[src/rtl/regfile_port_arbiter_if.sv]
// regfile_port_arbiter_if: requester bundle plus the shared register-file port
interface regfile_port_arbiter_if #(
  parameter int N_REQ = 3,
  parameter int AW = 4,
  parameter int DW = 16
);
  logic [N_REQ-1:0] req, lock, we, gnt, rvalid;
  logic [N_REQ*AW-1:0] addr;
  logic [N_REQ*DW-1:0] wdata;
  logic [DW-1:0] rdata, rf_wdata, rf_rdata;
  logic [AW-1:0] rf_addr;
  logic rf_we, busy;
  modport master (
    output req, lock, we, addr, wdata, rf_rdata,
    input gnt, rvalid, rdata, rf_addr, rf_wdata, rf_we, busy
  );
  modport slave (
    input req, lock, we, addr, wdata, rf_rdata,
    output gnt, rvalid, rdata, rf_addr, rf_wdata, rf_we, busy
  );
endinterface

[src/rtl/regfile_port_arbiter.sv]
// regfile_port_arbiter: shares one register-file port among N_REQ requesters; RF_ARB_STATS_EN adds grant/conflict counters
module regfile_port_arbiter #(
  parameter int N_REQ = 3,
  parameter int AW = 4,
  parameter int DW = 16,
  parameter int CORE_PRIORITY = 1,
  parameter int MAX_LOCK = 8
) (
  input logic clk,
  input logic rst,
  regfile_port_arbiter_if.slave bus
`ifdef RF_ARB_STATS_EN
  ,
  input logic stat_clr,
  output logic [15:0] stat_grants,
  output logic [15:0] stat_conflicts
`endif
);
  localparam int PW = N_REQ > 1 ? $clog2(N_REQ) : 1;
  localparam int CW = $clog2(MAX_LOCK + 1);
  typedef enum logic [1:0] {IDLE, GRANT, LOCKED} state_t;
  state_t state, state_nx;
  logic [PW-1:0] ptr, win, idx;
  logic [CW-1:0] cnt, cnt_nx;
  logic [N_REQ-1:0] elig, win_oh;
  logic hold, brk, cont, found;
  assign bus.busy = |{bus.gnt, bus.rvalid};
  // ptr always names the current owner while a grant is out; lock continuation beats priority, a full burst masks the owner once
  always_comb begin
    hold = state != IDLE && bus.req[ptr] && bus.lock[ptr];
    brk = hold && int'(cnt) + 1 >= MAX_LOCK;
    cont = hold && !brk;
    elig = bus.req & ~(bus.gnt & {N_REQ{!cont}});
    win = ptr;
    idx = ptr;
    found = cont;
    if (!cont && CORE_PRIORITY != 0 && elig[0]) begin
      win = '0;
      found = 1'b1;
    end
    for (int k = 1; k <= N_REQ; k++) begin
      idx = PW'((int'(ptr) + k) % N_REQ);
      if (!found && elig[idx]) begin
        win = idx;
        found = 1'b1;
      end
    end
    win_oh = found ? N_REQ'(1) << win : '0;
    cnt_nx = cont ? cnt + 1'b1 : '0;
    state_nx = !found ? IDLE : cont ? LOCKED : GRANT;
  end
  // state, grant and register-file drive; a read grant captures RF data at its cycle end for next-cycle return
  always_ff @(posedge clk)
    if (rst) begin
      state <= IDLE;
      ptr <= PW'(N_REQ - 1);
      cnt <= '0;
      bus.gnt <= '0;
      bus.rvalid <= '0;
      bus.rdata <= '0;
      bus.rf_addr <= '0;
      bus.rf_wdata <= '0;
      bus.rf_we <= 1'b0;
    end else begin
      state <= state_nx;
      cnt <= cnt_nx;
      bus.gnt <= win_oh;
      bus.rf_we <= found && bus.we[win];
      if (found) begin
        ptr <= win;
        bus.rf_addr <= bus.addr[win*AW +: AW];
        bus.rf_wdata <= bus.wdata[win*DW +: DW];
      end
      bus.rvalid <= bus.rf_we ? '0 : bus.gnt;
      if (|bus.gnt && !bus.rf_we) bus.rdata <= bus.rf_rdata;
    end
`ifdef RF_ARB_STATS_EN
  // saturating usage counters; clear wins over increment
  always_ff @(posedge clk)
    if (rst || stat_clr) begin
      stat_grants <= '0;
      stat_conflicts <= '0;
    end else begin
      if (found && stat_grants != 16'hFFFF) stat_grants <= stat_grants + 1'b1;
      if (|(bus.req & ~win_oh) && stat_conflicts != 16'hFFFF) stat_conflicts <= stat_conflicts + 1'b1;
    end
`endif
endmodule

[src/flat_wrapper.sv]
// flat-port wrapper written by rule: the top's interface ports become plain ports
module regfile_port_arbiter_flat 
#(
  parameter int N_REQ = 3,
  parameter int AW = 4,
  parameter int DW = 16,
  parameter int CORE_PRIORITY = 1,
  parameter int MAX_LOCK = 8
)
  (clk, rst, bus_req, bus_lock, bus_we, bus_addr, bus_wdata, bus_rf_rdata, bus_gnt, bus_rvalid, bus_rdata, bus_rf_addr, bus_rf_wdata, bus_rf_we, bus_busy);
  regfile_port_arbiter_if #(.N_REQ(N_REQ), .AW(AW), .DW(DW)) bus_i ();
  input logic clk;
  input logic rst;
  input wire logic [$bits(bus_i.req)-1:0] bus_req;
  input wire logic [$bits(bus_i.lock)-1:0] bus_lock;
  input wire logic [$bits(bus_i.we)-1:0] bus_we;
  input wire logic [$bits(bus_i.addr)-1:0] bus_addr;
  input wire logic [$bits(bus_i.wdata)-1:0] bus_wdata;
  input wire logic [$bits(bus_i.rf_rdata)-1:0] bus_rf_rdata;
  output wire logic [$bits(bus_i.gnt)-1:0] bus_gnt;
  output wire logic [$bits(bus_i.rvalid)-1:0] bus_rvalid;
  output wire logic [$bits(bus_i.rdata)-1:0] bus_rdata;
  output wire logic [$bits(bus_i.rf_addr)-1:0] bus_rf_addr;
  output wire logic [$bits(bus_i.rf_wdata)-1:0] bus_rf_wdata;
  output wire logic [$bits(bus_i.rf_we)-1:0] bus_rf_we;
  output wire logic [$bits(bus_i.busy)-1:0] bus_busy;
  assign bus_i.req = bus_req;
  assign bus_i.lock = bus_lock;
  assign bus_i.we = bus_we;
  assign bus_i.addr = bus_addr;
  assign bus_i.wdata = bus_wdata;
  assign bus_i.rf_rdata = bus_rf_rdata;
  assign bus_gnt = bus_i.gnt;
  assign bus_rvalid = bus_i.rvalid;
  assign bus_rdata = bus_i.rdata;
  assign bus_rf_addr = bus_i.rf_addr;
  assign bus_rf_wdata = bus_i.rf_wdata;
  assign bus_rf_we = bus_i.rf_we;
  assign bus_busy = bus_i.busy;
  regfile_port_arbiter #(.N_REQ(N_REQ), .AW(AW), .DW(DW), .CORE_PRIORITY(CORE_PRIORITY), .MAX_LOCK(MAX_LOCK)) u_core (.clk(clk), .rst(rst), .bus(bus_i));
endmodule
[config.mk]
export PLATFORM = sky130hd
export DESIGN_NAME = regfile_port_arbiter_flat
export DESIGN_NICKNAME = d
export VERILOG_FILES = /design/src/rtl/regfile_port_arbiter_if.sv /design/src/rtl/regfile_port_arbiter.sv /design/src/flat_wrapper.sv
export SDC_FILE = /design/constraint.sdc
export NUM_CORES = 1
export LEC_CHECK = 0
export CAP_MARGIN = 0
export CORE_MARGIN = 1.5
export CORE_UTILIZATION = 30
export CTS_CLUSTER_DIAMETER = 120
export DETAILED_ROUTE_END_ITERATION = 10
export GPL_ROUTABILITY_DRIVEN = 0
export HOLD_SLACK_MARGIN = 0.12
export PLACE_DENSITY = 0.72
export REMOVE_ABC_BUFFERS = 1
export SLEW_MARGIN = 5
export SYNTH_ARGS = -nofsm -noshare
export SYNTH_HDL_FRONTEND = slang
export SYNTH_SLANG_ARGS = --single-unit
[constraint.sdc]
create_clock -name clk -period 3.7 [get_ports clk]
set_input_delay 0.74 -clock clk [delete_from_list [all_inputs] [get_ports clk]]
set_output_delay 0.74 -clock clk [all_outputs]
set_load 0.01 [all_outputs]
# Word level (Yosys, flattened, before mapping)
# Index checks and enable logic that the tools add are counted.
word_totals:
  output_inout_bits: 44
  ff_bits: 51
  input_bits: 87
  word_cells: 74
op_classes:
  n_bitwise: 5
  n_mux: 21
  add_sub_neg: 5
  n_lt_le_gt_ge: 6
  n_shift: 3
  reduce_logical: 22
  div_mod_pow: 3
ops:
  columns: ["operator", "count"]
  rows:
  - ["remainder unit 32 x 3 -> 32 bit, second input constant", 3]
  - ["indexed part select 48 x 7 -> 16 bit", 1]
  - [">= comparator 32 x 5 -> 1 bit, second input constant", 1]
  - ["less-than comparator 2 x 3 -> 1 bit, second input constant", 5]
  - ["binary-select mux 1 bit (select 2 bit)", 6]
  - ["indexed part select 12 x 5 -> 4 bit", 1]
  - ["logical AND 1 bit", 10]
  - ["2-to-1 mux 1 bit", 10]
  - ["2-to-1 mux 2 bit", 5]
  - ["adder 2 x 2 -> 3 bit, second input constant", 2]
  - ["bitwise AND 3 bit", 2]
  - ["logical NOT 1 bit", 6]
  - ["OR reduction 2 bit", 3]
  - ["OR reduction 6 bit", 1]
  - ["adder 4 x 1 -> 5 bit, second input constant", 1]
  - ["adder 4 x 1 -> 4 bit, second input constant", 1]
  - ["adder 2 x 1 -> 3 bit, second input constant", 1]
  - ["inverter 3 bit", 1]
  - ["OR reduction 3 bit", 1]
  - ["<< shifter 1 x 2 -> 3 bit, first input constant", 1]
  - ["inverter 1 bit", 2]
  - ["nonzero test 2 bit", 1]

# Depth between registers and ports, before layout
# Gate-level depths: netlist of run 1.
depth:
  word_depth: 25
  depth_mapped: 14
  ltp_nobuf: 10

# Worst setup path before layout of run 1
# No wires, ideal clock.
synth_timing:
  kind: "input to register"
  startpoint: "input bus_req[2]"
  endpoint: "register u_core.bus.rf_wdata[10]"
  n_path_buf: 4
  path_stages: 12
  slack_ps: 624
  setup_ps: 79
  t_required_ps: 3621
  arrival_ps: 2997
  cell_sequence: "and3b_1 > o221a_4 > nand3_2 > buf_6 > nand2_1 > nor3_1 > mux2_2 > buf_6 > or4b_1 > buf_6 > buf_6 > o221ai_2"
synth_via:
  elab_chain_cells: 23
  elab_cells_between_ends: 33
  cone_classes: "shift: 1; mux: 16; bitwise: 3; reduce/logical: 13"
synth_lines:
  columns: ["element", "line", "rtl"]
  rows:
  - ["start: declaration", "flat_wrapper.sv:14", "input wire logic [$bits(bus_i.req)-1:0] bus_req;"]
  - ["branches (longest 23 deep; another with bitwise AND 3 bit)", null, null]
  - ["end signal: assignment", "regfile_port_arbiter.sv:72", "bus.rf_wdata <= bus.wdata[win*DW +: DW];"]
  - ["end: declaration", "regfile_port_arbiter_if.sv:19", "output gnt, rvalid, rdata, rf_addr, rf_wdata, rf_we, busy"]
# Parallel ways; which one is timed is not known. The select of a mux whose other input is x is not followed.
# A chain may end at the register's enable or synchronous reset.

# Final worst setup path of run 1
layout_timing:
  startpoint: "input bus_req[1]"
  endpoint: "register u_core.bus.rf_wdata[5]"
# The elaborated chain is that of the path after synthesis.

==> results of run 1 <==
## how the worst min path moves through the flow
stage | startpoint | endpoint | slack (ns) | depth (start not counted)
after global routing | u_core.bus.rdata[11] | u_core.bus.rdata[11] | 0.48 | 2
final | u_core.bus.rdata[6] | u_core.bus.rdata[6] | 0.46 | 2
after CTS | u_core.bus.rdata[6] | u_core.bus.rdata[6] | 0.46 | 2
after floorplan | u_core.cnt[0] | u_core.cnt[0] | 0.46 | 1
after detailed placement | u_core.bus.rdata[6] | u_core.bus.rdata[6] | 0.45 | 2
after global placement | u_core.bus.rdata[2] | u_core.bus.rdata[2] | 0.44 | 2
## registers in the layout (all words and copies together) (netlist names)
name	flops
u_core.bus.rdata	16
u_core.ptr	2
u_core.bus.rf_wdata	16
u_core.bus.rvalid	3
u_core.cnt	4
u_core.bus.rf_addr	4
u_core.bus.gnt	3
u_core.state	2
u_core.bus.rf_we	1
## per-layer routing
metal / part of all wire, % / wire length [um]
met1: 42 / 3080
met4: 0.81 / 60
met2: 50 / 3720
met3: 7.2 / 529
met5: 0 / 0
## critical path: stages
cell and delay (ns):
clkdlybuf4s50_1 0.54, nor4bb_1 0.57, or3_4 0.24, a21oi_1 0.06, a211oi_1 0.39, o41ai_4 0.15
or3_1 0.44, buf_12 0.21, o221ai_1 0.17
## stage by stage
stage               hold WS, ns  setup WS (ns)  utilization [%]
finish                    0.458          0.391             49.4
global route              0.483          0.254             49.4
CTS                       0.460          0.443             49.4
detailed placement        0.447          0.128             48.1
global placement          0.442          0.199             48.1
floorplan                 0.456          0.356                -
## power breakdown
part	leakage, nW	internal (W)	switching, W	total, W
clock	0.0513	0.000199	0.000177	0.000375
sequential	0.420	0.000728	0.000110	0.000838
combinational	1.12	0.00103	0.00103	0.00207
total	1.60	0.00196	0.00132	0.00328
## layout make-up
| class | count | area, um2 |
|---|---|---|
| multi-input cells | 199 | 1350 |
| repair buffers | 138 | 1390 |
| clock inverters | 1 | 30.0 |
| clock buffers | 6 | 72.6 |
| well taps | 105 | 131 |
| flip-flops and latches | 51 | 1020 |
| inverters | 22 | 82.6 |
| fillers | 802 | 4180 |
## placed cells by master, fill, tap and decap left out, types with 4 or more instances in the layout
master and instances:
mux2i_1 24, nor3b_1 4, inv_1 22, a211oi_1 4, dfxtp_1 51, nand2_1 58
clkdlybuf4s50_1 130, and2_1 5, o21ai_0 7, ha_1 4, a21oi_1 19, o221ai_2 9
buf_4 6, clkbuf_8 5, nor2_1 9, o221ai_1 9, nor3_1 8
## cell families (layout without fill, tap and decap cells)
group | count (synthesis) | in the layout | synth area share [%]
AOI/OAI and AO/OA | 60 | 60 | 19.2
buffers and inverters | 41 | 167 | 7.66
muxes | 25 | 25 | 9.81
other | 1 | 1 | 0.146
DFF | 51 | 51 | 39.8
adders and majority gates | 4 | 4 | 1.95
xor gates and xnor gates | 2 | 2 | 0.683
and+or+nand+nor | 107 | 107 | 20.7
==> impl_metrics.json, run 1 <==
{
  "rrSetupSlack_ns": 0.44,
  "die_w_um": 95.4,
  "grt_max_degree": 26,
  "synthDistinctLibCells": 45,
  "synth_edf_count": 0,
  "skew_ns": 0.00346,
  "core_area_um2": 8260,
  "dieArea_um2": 9110,
  "h-tree-depth": 2,
  "peakVddDrop_uv": 314,
  "placed_cell_area_um2": 3970,
  "yosys_register_bits": 51,
  "grt_pass1_vias": 2430,
  "synth_area_um2": 2560,
  "rr_startpoint": "u_core.ptr[0]",
  "numCtsBuffers": 5,
  "cp_data_required_time_ns": 3.92,
  "vias_per_cell": 4.74,
  "rsz0062_at_grt": "false",
  "status": "completed",
  "vias": 2474,
  "wl_per_cell_um": 14.2,
  "antenna_cells": 0,
  "cts_setup_buffers": 0,
  "drt_iter0_drc": 86,
  "cts_hold_buf": 0,
  "groute.usage.overall_pct": 16.1,
  "cp.arrival_ns": 3.53,
  "synth_flop_cell": "dfxtp_1",
  "cts.sinks": 51,
  "hold_path_class": "reg2reg",
  "fp.dieH_um": 95.4,
  "slew_viol_final": 0,
  "tritoncts": "built",
  "clk_latency_ns": 0.30,
  "cts_root_buf": "clkbuf_8",
  "final_nets": 508,
  "rows": 33,
  "period_minus_slack_ns": 3.31,
  "synthCells": 291,
  "path_max_fanout": 17,
  "finalInstanceArea_um2": 4080,
  "met3_usage_pct": 4.94,
  "fmax_mhz": 302,
  "overflow": 0,
  "grt_pass1_wl_mm": 11.5,
  "use_met2_pct": 29.4,
  "routed_wl_mm": 7.39,
  "clk_path_buf_depth": 2,
  "start_kind": "input pin",
  "synthToLayoutAreaGrowth_pct": 59.0,
  "reg2regPathDepth": 10,
  "drcViolationCount": 0,
  "dp_cells": 515,
  "cp-endpoint": "u_core.bus.rf_wdata[5]",
  "yosysSeqAreaShare_pct": 39.8,
  "r2r_end": "u_core.bus.rf_wdata[5]",
  "synth.avg_cell_area_um2": 8.81,
  "synthMostInstantiatedCell": "nand2_1",
  "relSlewSlack_pct": 28.4,
  "async_flop_share_pct": 0,
  "hpwl_mm": 5.58,
  "p_leak_nw": 1.60,
  "top_usage_layer": "met2",
  "crit_path_end_kind": "flop",
  "synth_top_area_cell": "dfxtp_1",
  "tightest_slew_ns": 1.07,
  "drive_above_1_share_pct": 8.39,
  "stdcell_count": 522,
  "cts.clk_slew.worst_paths_ns": 0.09,
  "ios": 131,
  "yosys_warnings": 0,
  "finalSetupViolCount": 0,
  "critPathKind": "in2reg",
  "met1_usage_pct": 18.3,
  "tns_ns": 0,
  "grt_antenna_before_repair": 0,
  "max-cap-violations": 0,
  "dr.pass1.iters": 4,
  "start_util_pct": 31.0,
  "fin_crit_sh_pct": 89.4,
  "final_antenna_net_count": 0,
  "yosys-top-cells-area": "dfxtp_1 40%, mux2i_1 9.4%, nand2_1 8.5%",
  "yosys-top-cells-count": "58 x nand2_1, 51 x dfxtp_1, 24 x mux2i_1, 22 x inv_1, 19 x a21oi_1",
  "p_per_area_nw_per_um2": 804,
  "cp-startpoint": "bus_req[1]",
  "hold_viol": 0,
  "cts_resized": 0,
  "finalPower_w": 0.00328,
  "io_buffers": 130,
  "yosys.area.top_type_share_pct": 39.8
}
Note: power is estimated with default switching activity, not from simulation.
==> run 2: changes to the inputs <==
--- a/config.mk
+++ b/config.mk
@@ -12,8 +12,10 @@
 export DETAILED_ROUTE_END_ITERATION = 10
 export GPL_ROUTABILITY_DRIVEN = 0
 export HOLD_SLACK_MARGIN = 0.12
-export PLACE_DENSITY = 0.72
+export PLACE_DENSITY = 0.75
+export RECOVER_POWER = 25
 export REMOVE_ABC_BUFFERS = 1
+export SETUP_SLACK_MARGIN = 0.02
 export SLEW_MARGIN = 5
 export SYNTH_ARGS = -nofsm -noshare
 export SYNTH_HDL_FRONTEND = slang
==> constraint.sdc (replaced) <==
create_clock -name clk -period 2.73 [get_ports clk]
set_input_delay 0.546 -clock clk [delete_from_list [all_inputs] [get_ports clk]]
set_output_delay 0.546 -clock clk [all_outputs]
set_load 0.01 [all_outputs]
==> impl_metrics.json, run 2 (synthesis results as in run 1) <==
{
  "p_leak_nw": 1.85,
  "clk_latency_ns": 0.30,
  "ios": 131,
  "cp_data_required_time_ns": 2.96,
  "path_buf_inv": 2,
  "placed_cell_area_um2": 4160,
  "vias_per_cell": 4.87,
  "drt_iter0_drc": 50,
  "hold_path_class": "reg2reg",
  "core_area_um2": 8260,
  "grt_max_degree": 19,
  "numCtsBuffers": 5,
  "cts.clk_slew.worst_paths_ns": 0.09,
  "status": "finished with violations",
  "grt_antenna_before_repair": 0,
  "p_per_area_nw_per_um2": 1140,
  "hold_viol": 0,
  "period_minus_slack_ns": 2.84,
  "path_max_fanout": 7,
  "crit_chain": "dlygate4sd2_1 -> nand2b_1 -> nor3b_4 -> or3_4 -> a21oi_2 -> a211oi_2 -> o41ai_4 -> or4b_4 -> buf_8 -> o221ai_2",
  "worst_path_largest_cell_delay_ns": 0.58,
  "start_kind": "input pin",
  "fp.dieH_um": 95.4,
  "cts_root_buf": "clkbuf_8",
  "routed_wl_mm": 8.16,
  "vias": 2711,
  "die_w_um": 95.4,
  "overflow": 0,
  "fill_cells": 740,
  "relSlewSlack_pct": 34.3,
  "violations": "negative setup slack",
  "cts.sinks": 51,
  "peakVddDrop_uv": 469,
  "mostFrequentLayoutCell": "clkdlybuf4s50_1",
  "drive_above_1_share_pct": 22.6,
  "tightest_slew_ns": 0.982,
  "slowest_stage": "or4b_4",
  "antenna_cells": 0,
  "hpwl_mm": 5.81,
  "setup_ws_ns": -0.106,
  "layout_common_cells": "114 x clkdlybuf4s50_1, 58 x nand2_1, 49 x dfxtp_1",
  "rsz0062_at_grt": "true",
  "crit_family": "simple AND/OR/NAND/NOR gates",
  "max-cap-violations": 0,
  "fin_crit_sh_pct": 104,
  "grt_pass1_wl_mm": 12.7,
  "final_nets": 542,
  "cp.arrival_ns": 3.06,
  "reg_top3": "u_core.bus.rdata: 16 flops, u_core.bus.rf_wdata: 16 flops",
  "holdWs_ns": 0.454,
  "start_util_pct": 31.0,
  "clk_path_buf_depth": 2,
  "io_buffers": 130,
  "skew_ns": 0.0115,
  "tritoncts": "built",
  "slew_viol_final": 0,
  "wl_per_cell_um": 14.7,
  "dp_cells": 542,
  "dp_slack_ns": -0.568,
  "fmax_mhz": 353,
  "groute.usage.overall_pct": 17.9,
  "drcViolationCount": 0,
  "critPathKind": "in2reg",
  "stdcell_count": 557,
  "finalInstanceArea_um2": 4550,
  "final_antenna_net_count": 0,
  "dr.pass1.iters": 4,
  "h-tree-depth": 2,
  "finalSetupViolCount": 18,
  "dieArea_um2": 9110,
  "crit_path_end_kind": "flop",
  "rows": 33,
  "grt_pass1_vias": 2696,
  "synthToLayoutAreaGrowth_pct": 77.6
}
## run 2: changes by cell type in the layout (fill, tap and decap cells not counted), sizes merged
cell           previous run  this run
buf                       8        41
clkdlybuf4s50           130       114
dlygate4sd3               0        12
dlygate4sd2               0         4
clkinv                    0         3
bufinv                    1         0
## run 2: cell type report
class                      count  area (um2)  area share [%]
tap                          105         131            2.88
clock inverter                 3        15.0           0.330
timing repair buffer         172        1680            36.8
sequential                    51        1030            22.5
multi-input combinational    199        1550            34.1
clock buffer                   5        68.8            1.51
inverter                      22        85.1            1.87
## run 2: what timing repair did
action                     CTS  global route
setup buffers                6             1
resized for setup           44            18
hold buffers                 0             0
setup endpoints to repair   23            23
pin swaps                   10            13
gates cloned                 1             0
## run 2: worst paths after layout
path                              from                endpoint  slack, ns  cells past startpoint
setup / recovery            bus_req[2]  u_core.bus.rf_wdata[6]      -0.11                     10
hold / removal    u_core.bus.rdata[12]    u_core.bus.rdata[12]       0.45                      2
setup reg to reg         u_core.ptr[0]  u_core.bus.rf_wdata[6]      -0.09                     10
hold reg to reg   u_core.bus.rdata[12]    u_core.bus.rdata[12]       0.45                      2
## run 2: power by group
group          internal (W)  switching [W]  leakage (nW)
sequential         0.000993       0.000139         0.421
clock              0.000176       0.000255        0.0477
combinational       0.00192        0.00171          1.38
total               0.00309        0.00210          1.85
## run 2: layer usage
layer	routed length, um	GRT usage (%)
met5	0	0
met4	224	6.74
met3	459	4.07
met2	4220	32.2
met1	3260	20.3
## run 2: stage by stage
stage	utilization (%)	setup TNS [ns]	total power, W
after floorplan	-	-10.58	0.00280
after global placement	50.4	-10.02	0.00411
after detailed placement	50.4	-11.50	0.00419
after CTS	54.4	-1.58	0.00511
after global routing	55.2	-3.06	0.00555
final	55.2	-1.61	0.00519
## run 2: worst reg2reg max path: stages (launching register included)
cell      delay [ns]
dfxtp_2         0.34
buf_6           0.12
ha_4            0.18
nor3b_4         0.16
or3_4           0.41
a21oi_2         0.18
a211oi_2        0.07
o41ai_4         0.39
or4b_4          0.58
buf_8           0.18
o221ai_2        0.16
==> run 3: changes to the inputs <==
--- a/config.mk
+++ b/config.mk
@@ -5,6 +5,7 @@
 export SDC_FILE = /design/constraint.sdc
 export NUM_CORES = 1
 export LEC_CHECK = 0
+export ABC_AREA = 1
 export CAP_MARGIN = 0
 export CORE_MARGIN = 1.5
 export CORE_UTILIZATION = 30
@@ -12,7 +13,7 @@
 export DETAILED_ROUTE_END_ITERATION = 10
 export GPL_ROUTABILITY_DRIVEN = 0
 export HOLD_SLACK_MARGIN = 0.12
-export PLACE_DENSITY = 0.75
+export PLACE_DENSITY = 0.74
 export RECOVER_POWER = 25
 export REMOVE_ABC_BUFFERS = 1
 export SETUP_SLACK_MARGIN = 0.02
==> impl_metrics.json, run 3 <==
{
  "cp.arrival_ns": 2.83,
  "synth.avg_cell_area_um2": 6.56,
  "clk_latency_ns": 0.31,
  "antenna_cells": 0,
  "slew_viol_final": 0,
  "drive_above_1_share_pct": 11.3,
  "final_antenna_net_count": 0,
  "holdPathStages": 1,
  "synth_edf_count": 0,
  "dr.pass1.iters": 4,
  "tightest_slew_ns": 0.844,
  "hold_path_class": "reg2reg",
  "holdWs_ns": 0.462,
  "h-tree-depth": 2,
  "relSlewSlack_pct": 43.8,
  "dieArea_um2": 9560,
  "tns_ns": 0,
  "grt_antenna_before_repair": 0,
  "status": "completed",
  "fmax_mhz": 385,
  "yosys-top-cells-count": "84 x nor2_1, 71 x nand2_1, 51 x dfxtp_1, 51 x nand3_1, 38 x inv_1",
  "hold_start": "u_core.cnt[0]",
  "fin_crit_sh_pct": 95.0,
  "reg2regPathDepth": 17,
  "finalSetupViolCount": 0,
  "final_nets": 647,
  "rrSetupSlack_ns": 0.26,
  "cts.clk_slew.worst_paths_ns": 0.10,
  "wl_per_cell_um": 14.0,
  "drcViolationCount": 0,
  "rr_startpoint": "u_core.cnt[0]",
  "layout_common_cells": "108 x clkdlybuf4s50_1, 83 x nor2_1, 62 x nand2_1",
  "yosys_warnings": 0,
  "clk_path_buf_depth": 2,
  "io_buffers": 130,
  "core_area_um2": 8720,
  "stdcell_count": 665,
  "period_minus_slack_ns": 2.59,
  "mostFrequentLayoutCell": "clkdlybuf4s50_1",
  "final_util_pct": 52.6,
  "vias_per_cell": 4.83,
  "vias": 3215,
  "p_leak_nw": 2.08,
  "die_w_um": 97.8,
  "hold_viol": 0,
  "cts_root_buf": "clkbuf_8",
  "synth_top_area_cell": "dfxtp_1",
  "yosys.area.top_type_share_pct": 37.9,
  "fp.dieH_um": 97.8,
  "synthToLayoutAreaGrowth_pct": 70.1,
  "cts.sinks": 51,
  "drt_iter0_drc": 153,
  "overflow": 0,
  "peakVddDrop_uv": 523,
  "yosys_register_bits": 51,
  "reg_top3": "u_core.bus.rdata: 16 flops, u_core.bus.rf_wdata: 16 flops",
  "groute.usage.overall_pct": 17.5,
  "cts_hold_buf": 0,
  "path_max_fanout": 9,
  "ios": 131,
  "synthMostInstantiatedCell": "nor2_1",
  "numCtsBuffers": 5,
  "rows": 34,
  "r2r_end": "u_core.bus.gnt[0]",
  "start_kind": "input pin",
  "critPathKind": "in2reg",
  "p_per_area_nw_per_um2": 1250,
  "dp_cells": 649,
  "synthDistinctLibCells": 25,
  "grt_max_degree": 29,
  "crit_path_end_kind": "flop",
  "hpwl_mm": 6.32,
  "skew_ns": 0.0106,
  "whs_endpoint": "u_core.cnt[0]",
  "yosysSeqAreaShare_pct": 37.9,
  "grt_pass1_wl_mm": 14.0,
  "start_util_pct": 30.9,
  "async_flop_share_pct": 0,
  "synth_flop_cell": "dfxtp_1",
  "cp_data_required_time_ns": 2.97,
  "max-cap-violations": 0,
  "tritoncts": "built",
  "yosys-top-cells-area": "dfxtp_1 38%, nor2_1 12%, nand2_1 9.9%",
  "finalPower_w": 0.00575,
  "synth_area_um2": 2700,
  "routed_wl_mm": 9.29,
  "synthCells": 411,
  "grt_pass1_vias": 3094
}
[run 3: logic make-up (layout without fill, tap and decap cells)]
group | after synthesis | in the layout | synth area share (%)
simple gates | 239 | 239 | 39.8
compound gates | 55 | 55 | 10.4
other cells | 1 | 1 | 0.139
fa+ha+maj | 4 | 4 | 1.86
buf+inv | 61 | 207 | 9.98
flops | 51 | 51 | 37.9
[run 3: layout make-up]
cell class	count	area [um2]
Clock buffer	6	82.6
Sequential cell	51	1020
Clock inverter	2	16.3
Fill cell	834	4140
Timing Repair Buffer	159	1680
Multi-Input combinational cell	299	1490
Inverter	40	155
Tap cell	108	135
[run 3: power breakdown]
part / switching (W) / total [W] / internal (W)
sequential: 0.000141 / 0.00117 / 0.00102
clock: 0.000272 / 0.000479 / 0.000208
combinational: 0.00213 / 0.00410 / 0.00197
total: 0.00255 / 0.00575 / 0.00320
[run 3: routing by layer]
metal  vias to the layer above  global-route usage [%]  part of all wire, %
li1                       1603                       -                    -
met1                      1456                    21.5                   43
met2                       141                    31.3                   49
met3                        15                    3.79                  6.3
met4                         0                    3.74                  1.3
met5                         -                       0                    0
[run 3: timing repair]
item / CTS / global route
setup endpoints to repair: 0 / 21
setup buffers: 0 / 2
gates resized for setup: 0 / 34
[run 3: stage by stage]
stage,cell area (um2),setup slack [ns]
2_1_floorplan,2580,-0.771
3_3_place_gp,4220,-0.0935
3_5_place_dp,4220,-0.115
4_1_cts,4320,0.212
5_1_grt,4580,-0.0427
6_report,4580,0.136
[run 3: critical path, stage by stage]
cell	delay [ns]
clkdlybuf4s50_1	0.47
nand3_1	0.07
nand2_1	0.06
inv_1	0.03
nor2_1	0.10
nand2_2	0.12
nand2_2	0.08
nand2_2	0.07
nand2_1	0.07
nand3_1	0.08
nand2_2	0.12
nand4_1	0.20
nand3_4	0.22
nand2_8	0.10
clkbuf_16	0.18
buf_4	0.13
nor3_1	0.16
[run 3: how the worst max path moves through the flow]
stage,startpoint,end,depth (start not counted)
final,bus_lock[2],u_core.bus.gnt[0],17
after global routing,u_core.cnt[0],u_core.bus.rf_wdata[9],17
after CTS,bus_req[1],u_core.bus.rf_wdata[2],19
after detailed placement,bus_req[2],u_core.bus.rf_wdata[2],19
after global placement,bus_req[1],u_core.bus.rf_wdata[15],20
after floorplan,u_core.cnt[0],u_core.bus.rf_addr[3],17
